<file path="config.mk">
export PLATFORM = sky130hd
export DESIGN_NAME = ws2812_tx
export DESIGN_NICKNAME = d
export VERILOG_FILES = /design/src/rtl/ws2812_tx.sv
export SDC_FILE = /design/constraint.sdc
export NUM_CORES = 1
export LEC_CHECK = 0
export CAP_MARGIN = 20
export CELL_PAD_IN_SITES_DETAIL_PLACEMENT = 1
export CELL_PAD_IN_SITES_GLOBAL_PLACEMENT = 1
export CORE_ASPECT_RATIO = 0.6
export CORE_MARGIN = 2
export CORE_UTILIZATION = 46
export DETAILED_ROUTE_END_ITERATION = 8
export GPL_TIMING_DRIVEN = 1
export PLACE_DENSITY = 0.95
export SYNTH_ARGS = -nofsm -noshare
export SYNTH_HDL_FRONTEND = slang
export SYNTH_SLANG_ARGS = --single-unit
</file>
<file path="constraint.sdc">
create_clock -name clk -period 6.8 [get_ports clk]
set_input_delay 1.02 -clock clk [delete_from_list [all_inputs] [get_ports clk]]
set_output_delay 1.02 -clock clk [all_outputs]
set_load 0.1 [all_outputs]
</file>
<file path="src/rtl/ws2812_tx.sv">
// WS2812 strip transmitter: pulls one colour per LED over a nxt/trig/t_valid handshake and sends it GRB, MSB first.
// Build option WS2812_BRIGHTNESS_EN scales each captured channel by (brightness+1)/256.
module ws2812_tx #(
   parameter int NUM_LEDS = 28,
   parameter int CLK_HZ   = 100000000,
   parameter int T0H_NS   = 400,
   parameter int T1H_NS   = 800,
   parameter int BIT_NS   = 1250,
   parameter int RESET_US = 280
) (
   input  logic        clk,
   input  logic        rst,
   input  logic [23:0] avg_rgb,
   input  logic        trig,
   input  logic [7:0]  brightness,
   output logic        nxt,
   output logic        t_valid,
   output logic        rdy,
   output logic        dout,
   output logic        underrun
);

   localparam longint T0H_CYC   = (longint'(CLK_HZ) * longint'(T0H_NS)) / 64'sd1000000000;
   localparam longint T1H_CYC   = (longint'(CLK_HZ) * longint'(T1H_NS)) / 64'sd1000000000;
   localparam longint BIT_CYC   = (longint'(CLK_HZ) * longint'(BIT_NS)) / 64'sd1000000000;
   localparam longint RESET_CYC = (longint'(CLK_HZ) * longint'(RESET_US)) / 64'sd1000000;
   localparam longint MAX_CYC   = (RESET_CYC > BIT_CYC) ? RESET_CYC : BIT_CYC;
   localparam int     TW        = $clog2(MAX_CYC + 64'sd1);

   // Timer compare values are the last cycle index of each phase
   localparam logic [TW-1:0] T0H_LAST   = TW'(T0H_CYC - 64'sd1);
   localparam logic [TW-1:0] T1H_LAST   = TW'(T1H_CYC - 64'sd1);
   localparam logic [TW-1:0] BIT_LAST   = TW'(BIT_CYC - 64'sd1);
   localparam logic [TW-1:0] RESET_LAST = TW'(RESET_CYC - 64'sd1);
   localparam logic [TW-1:0] T_ZERO     = {TW{1'b0}};
   localparam logic [TW-1:0] T_ONE      = {{(TW-1){1'b0}}, 1'b1};
   localparam logic [7:0]    NUM_C      = 8'(NUM_LEDS);

   localparam logic [1:0] HS_REQ  = 2'd0;
   localparam logic [1:0] HS_ACK  = 2'd1;
   localparam logic [1:0] HS_FULL = 2'd2;

   localparam logic [2:0] SR_IDLE  = 3'd0;
   localparam logic [2:0] SR_LOAD  = 3'd1;
   localparam logic [2:0] SR_HIGH  = 3'd2;
   localparam logic [2:0] SR_LOW   = 3'd3;
   localparam logic [2:0] SR_LATCH = 3'd4;

   logic          trig_meta_r, trig_s;
   logic [1:0]    hs_state_r, hs_state_n;
   logic [2:0]    ser_state_r, ser_state_n;
   logic [23:0]   hold_r, hold_n;
   logic          hold_valid_r, hold_valid_n;
   logic [7:0]    acc_cnt_r, acc_cnt_n;
   logic [7:0]    tx_cnt_r, tx_cnt_n;
   logic [23:0]   shift_r, shift_n;
   logic [4:0]    bit_idx_r, bit_idx_n;
   logic [TW-1:0] timer_r, timer_n;
   logic          gap_r, gap_n;
   logic          t_valid_n, nxt_n, rdy_n, dout_n, underrun_n;
   logic          cap_s, clr_cnt_s;
   logic [23:0]   cap_rgb_s;

`ifdef WS2812_BRIGHTNESS_EN
   function automatic logic [7:0] scale_ch(input logic [7:0] c, input logic [7:0] b);
      logic [15:0] p;
      p = {8'd0, c} * ({8'd0, b} + 16'd1);
      return p[15:8];
   endfunction

   assign cap_rgb_s = {scale_ch(avg_rgb[23:16], brightness),
                       scale_ch(avg_rgb[15:8],  brightness),
                       scale_ch(avg_rgb[7:0],   brightness)};
`else
   logic unused_brightness;
   assign unused_brightness = ^brightness;
   assign cap_rgb_s = avg_rgb;
`endif

   // Next-state logic for both the handshake and the serializer
   always_comb begin
      hs_state_n   = hs_state_r;
      ser_state_n  = ser_state_r;
      hold_n       = hold_r;
      hold_valid_n = hold_valid_r;
      acc_cnt_n    = acc_cnt_r;
      tx_cnt_n     = tx_cnt_r;
      shift_n      = shift_r;
      bit_idx_n    = bit_idx_r;
      timer_n      = timer_r;
      gap_n        = gap_r;
      t_valid_n    = t_valid;
      underrun_n   = 1'b0;
      cap_s        = 1'b0;
      clr_cnt_s    = 1'b0;

      case (ser_state_r)
         SR_IDLE: begin
            if (hold_valid_r) ser_state_n = SR_LOAD;
            else              ser_state_n = SR_IDLE;
         end
         SR_LOAD: begin
            shift_n      = {hold_r[15:8], hold_r[23:16], hold_r[7:0]};
            hold_valid_n = 1'b0;
            bit_idx_n    = 5'd23;
            timer_n      = T_ZERO;
            gap_n        = 1'b0;
            ser_state_n  = SR_HIGH;
         end
         SR_HIGH: begin
            timer_n = timer_r + T_ONE;
            if (timer_r == (shift_r[23] ? T1H_LAST : T0H_LAST)) ser_state_n = SR_LOW;
            else                                                 ser_state_n = SR_HIGH;
         end
         SR_LOW: begin
            // A gap parks the timer at the end of the last bit until the hold fills
            if (gap_r) begin
               if (hold_valid_r) ser_state_n = SR_LOAD;
               else              ser_state_n = SR_LOW;
            end else if (timer_r != BIT_LAST) begin
               timer_n = timer_r + T_ONE;
            end else if (bit_idx_r != 5'd0) begin
               shift_n     = {shift_r[22:0], 1'b0};
               bit_idx_n   = bit_idx_r - 5'd1;
               timer_n     = T_ZERO;
               ser_state_n = SR_HIGH;
            end else begin
               tx_cnt_n = tx_cnt_r + 8'd1;
               if (tx_cnt_r + 8'd1 == NUM_C) begin
                  timer_n     = T_ZERO;
                  ser_state_n = SR_LATCH;
               end else if (hold_valid_r) begin
                  ser_state_n = SR_LOAD;
               end else begin
                  gap_n      = 1'b1;
                  underrun_n = 1'b1;
               end
            end
         end
         SR_LATCH: begin
            if (timer_r == RESET_LAST) begin
               clr_cnt_s   = 1'b1;
               tx_cnt_n    = 8'd0;
               timer_n     = T_ZERO;
               ser_state_n = SR_IDLE;
            end else begin
               timer_n = timer_r + T_ONE;
            end
         end
         default: begin
            timer_n     = T_ZERO;
            ser_state_n = SR_LATCH;
         end
      endcase

      case (hs_state_r)
         HS_REQ: begin
            if (nxt && trig_s) begin
               cap_s        = 1'b1;
               hold_n       = cap_rgb_s;
               hold_valid_n = 1'b1;
               t_valid_n    = 1'b1;
               hs_state_n   = HS_ACK;
            end else begin
               hs_state_n = HS_REQ;
            end
         end
         HS_ACK: begin
            if (!trig_s) begin
               t_valid_n  = 1'b0;
               hs_state_n = HS_FULL;
            end else begin
               hs_state_n = HS_ACK;
            end
         end
         HS_FULL: begin
            // The serializer may already have taken the pixel while we sat in ACK
            if (!hold_valid_r || ser_state_r == SR_LOAD) hs_state_n = HS_REQ;
            else                                          hs_state_n = HS_FULL;
         end
         default: begin
            t_valid_n  = 1'b0;
            hs_state_n = HS_REQ;
         end
      endcase

      if (clr_cnt_s) acc_cnt_n = {7'd0, cap_s};
      else           acc_cnt_n = acc_cnt_r + {7'd0, cap_s};

      nxt_n  = (hs_state_n == HS_REQ) && !hold_valid_n && (acc_cnt_n < NUM_C);
      rdy_n  = (ser_state_n == SR_IDLE) && (acc_cnt_n == 8'd0) && !hold_valid_n;
      dout_n = (ser_state_n == SR_HIGH);
   end

   // State, trig synchroniser and registered outputs
   always_ff @(posedge clk) begin
      if (rst) begin
         trig_meta_r  <= 1'b0;
         trig_s       <= 1'b0;
         hs_state_r   <= HS_REQ;
         ser_state_r  <= SR_LATCH;
         hold_r       <= 24'd0;
         hold_valid_r <= 1'b0;
         acc_cnt_r    <= 8'd0;
         tx_cnt_r     <= 8'd0;
         shift_r      <= 24'd0;
         bit_idx_r    <= 5'd0;
         timer_r      <= T_ZERO;
         gap_r        <= 1'b0;
         nxt          <= 1'b0;
         t_valid      <= 1'b0;
         rdy          <= 1'b0;
         dout         <= 1'b0;
         underrun     <= 1'b0;
      end else begin
         trig_meta_r  <= trig;
         trig_s       <= trig_meta_r;
         hs_state_r   <= hs_state_n;
         ser_state_r  <= ser_state_n;
         hold_r       <= hold_n;
         hold_valid_r <= hold_valid_n;
         acc_cnt_r    <= acc_cnt_n;
         tx_cnt_r     <= tx_cnt_n;
         shift_r      <= shift_n;
         bit_idx_r    <= bit_idx_n;
         timer_r      <= timer_n;
         gap_r        <= gap_n;
         nxt          <= nxt_n;
         t_valid      <= t_valid_n;
         rdy          <= rdy_n;
         dout         <= dout_n;
         underrun     <= underrun_n;
      end
   end

endmodule

</file>
==> impl_metrics.toml <==
[run_status]
status = "finished, final reports clean"

[yosys]
synth_top_family_by_area = "simple AND/OR/NAND/NOR gates"
postSynthAreaPerCell_sq_um = 8.10
yosys.area_share.simple_pct = 30.1
synth-edff-count = 0
synth-seq-cells = 98
synth_xor_xnor_area_share_pct = 4.47
synth_ff_type = "dfxtp_1"
syn_nets = 600
synthArstFlopShare_pct = 0
yosys.area_share.adder_pct = 2.22
ys_warn_count = 0
synthMuxAreaShare_pct = 0.666
synth-compound-area-share_pct = 15.3
ys_types = 52
syn_area_sq_mm = 0.00451
seq_area_frac_synth_pct = 43.5
netlist_instances = 557

[detailed_routing]
vias_per_cell = 5.75
wl_per_cell_um = 17.8
vias = 4058
drt-pass1-iter-count = 4
drtIter0Drc = 288
drc = 0
ant_nets = 0
wirelength_mm = 12.6

[worst_setup_path]
reg2regPathDepth = 12
cp_cell_sequence = "nand2b_1 -> or3b_2 -> buf_4 -> clkinv_1 -> ha_1 -> ha_1 -> nand4_1 -> mux2i_1 -> a2bb2oi_1 -> nor4_1 -> nor2_1 -> nor4b_1"
arrival_ps = 4080
timing.critical_path.mode_cell = "ha_1"
cp.required_ps = 7040
critical_path_class = "reg -> reg"
worst_path_max_delay_cell = "clkinv_1"
cp_slowest_stage_delay_ps = 720
start_kind = "flop"
end_kind = "flop"
cp_max_fo = 27

[sta]
max_slew_margin_pct = 31.4
fin_setup_tns_ps = 0
rsz0062_at_grt = "no"
skew_ps = 8.99
worst_slack_ps = 2960
finalSetupViolations = 0
max_freq_mhz = 261
period_minus_slack_ps = 3840
maxSlewViolCount = 0
worst_pin_slew_ps = 1030
fin_crit_sh_pct = 56.4
hold_viol = 0

[global_routing]
first_global_vias = 4148
grt_usage_pct = 24.6
grt_pass1_wl_mm = 20.8
antenna_found_initial = 0
grt_max_degree = 76
gr-total-overflow = 0

[clocking]
worstSkewPairLatency_ps = 350
hold_buffers = 0
cts_tree = "done"
cts.sinks = 98
postCtsSetupBuffers = 0
clockBufferDepth = 2
ctsResizeCount = 0
cts.reportedPaths.clkPinSlew_ps = 70
cts_root_buffer = "clkbuf_16"
cts_made_buffers = 9
h-tree-depth = 3

[pwr]
vdd_ir_drop_max_mv = 0.121
power_density_mw_per_mm2 = 216
leakagePower_uw = 0.00167

[layout]
final_layout_size_suffix_gt1_share_pct = 5.21
area_growth_pct = 14.0
nets = 615
diodes = 0
stdcell_count = 706

[run]
maxCapViolCount = 0

[placement]
place_congestion = 0.883
place_ws_ps = 3010
dp_hpwl_mm = 8.31
numPortBuffers = 31
dp_cells = 691

[floorplanning]
core_area_sq_mm = 0.00936
die_area_sq_mm = 0.0106
ios = 40
start_util_pct = 48.2
die_h_um = 80.7
num_rows = 27
die_w_um = 132

[hold_path]
hold_class = "reg -> reg"
worstHoldPathCells = 1
final timing paths:
check	start	end	slack, ps
setup / recovery	hs_state_r[1]$_SDFF_PP0_	rdy$_SDFF_PP0_	2960
hold / removal	trig_meta_r$_SDFF_PP0_	trig_s$_SDFF_PP0_	460
setup reg to reg	hs_state_r[1]$_SDFF_PP0_	rdy$_SDFF_PP0_	2960
hold reg to reg	trig_meta_r$_SDFF_PP0_	trig_s$_SDFF_PP0_	460
power breakdown:
group	leakage (uW)	internal [uW]	switching, uW
sequential	0.000792	580	5.50
clock	0.000136	257	216
combinational	0.000744	22.0	27.8
cell usage in the layout, fill, tap and decap left out, types with 5 or more instances in the layout:
cell and n:
clkbuf_16 9, a311oi_1 23, a21oi_1 47, nor4b_1 6
nor2_1 68, nand2_1 114, nand3b_1 5, nand4_1 8
xor2_1 7, and3_1 7, o21ai_0 10, nand2b_1 6
ha_1 8, xnor2_1 16, nor4_1 7, nor2b_1 5
nor3_1 13, inv_1 9, and2_1 8, nand3_1 14
or3_1 5, clkdlybuf4s50_1 30, dfxtp_1 98
worst max-delay path, delay by kind of cell, from the launching register on:
kind	cells	cell delay [ps]
compound gates	1	150
fa+ha+maj	2	820
buf+inv	2	1010
flops	1	360
mux	1	100
simple gates	6	1260
synthesized netlist by cell type, drive strengths merged (3+ instances only):
master  number  area [sq um]
a211oi       3          22.5
a21oi       47           235
a311oi      23           201
a31oi        3          18.8
and2         8          50.1
and3         7          43.8
and4         3          27.5
buf          8          51.3
clkbuf      22          82.6
dfxtp       98          1960
ha           8           100
inv          9          33.8
mux2i        3          30.0
nand2      114           428
nand2b       6          37.5
nand3       14          70.1
nand3b       5          37.5
nand4        9          71.3
nor2        71           272
nor2b        5          31.3
nor3        13          65.1
nor3b        3          22.5
nor4         9          86.3
nor4b        6          52.6
o21ai       14          81.3
or3          5          31.3
xnor2       16           140
xor2         7          61.3
sequential cells by signal (all words and copies together), names as in the netlist, 2 cells and up:
| name | count |
|---|---|
| timer_r | 15 |
| hold_r | 24 |
| ser_state_r | 3 |
| hs_state_r | 2 |
| acc_cnt_r | 8 |
| bit_idx_r | 5 |
| tx_cnt_r | 8 |
| shift_r | 24 |
cell families (layout without fill, tap and decap cells):
logic type / Yosys count / after routing
xor+xnor: 23 / 23
buf+inv: 40 / 59
mux: 3 / 3
compound gates: 103 / 103
flops: 98 / 98
simple gates: 282 / 282
fa+ha+maj: 8 / 8
metrics by stage:
step | cell area (sq um) | hold WS [ps] | power (uW) | utilization (%)
6_report | 5140 | 463 | 1110 | 54.9
5_1_grt | 5140 | 480 | 1150 | 54.9
4_1_cts | 5140 | 462 | 1120 | 54.9
3_5_place_dp | 4870 | 448 | 648 | 52.0
3_3_place_gp | 4870 | 445 | 646 | 52.0
2_1_floorplan | 4510 | 414 | 624 | -
routing by layer:
layer,global-route usage [%],vias up,wire [um]
li1,-,1962,-
met1,30.7,2016,5860
met2,43.8,65,6070
met3,5.18,15,493
met4,7.17,0,171
met5,0,-,0
area by class of cell:
type | instances | area [sq um]
clock buffers | 11 | 243
well taps | 130 | 163
clock inverters | 4 | 27.5
flip-flops and latches | 98 | 1960
repair buffers | 34 | 328
inverters | 10 | 37.5
multi-input cells | 419 | 2380
fillers | 1146 | 4220
Note: power is estimated with default switching activity, not from simulation.
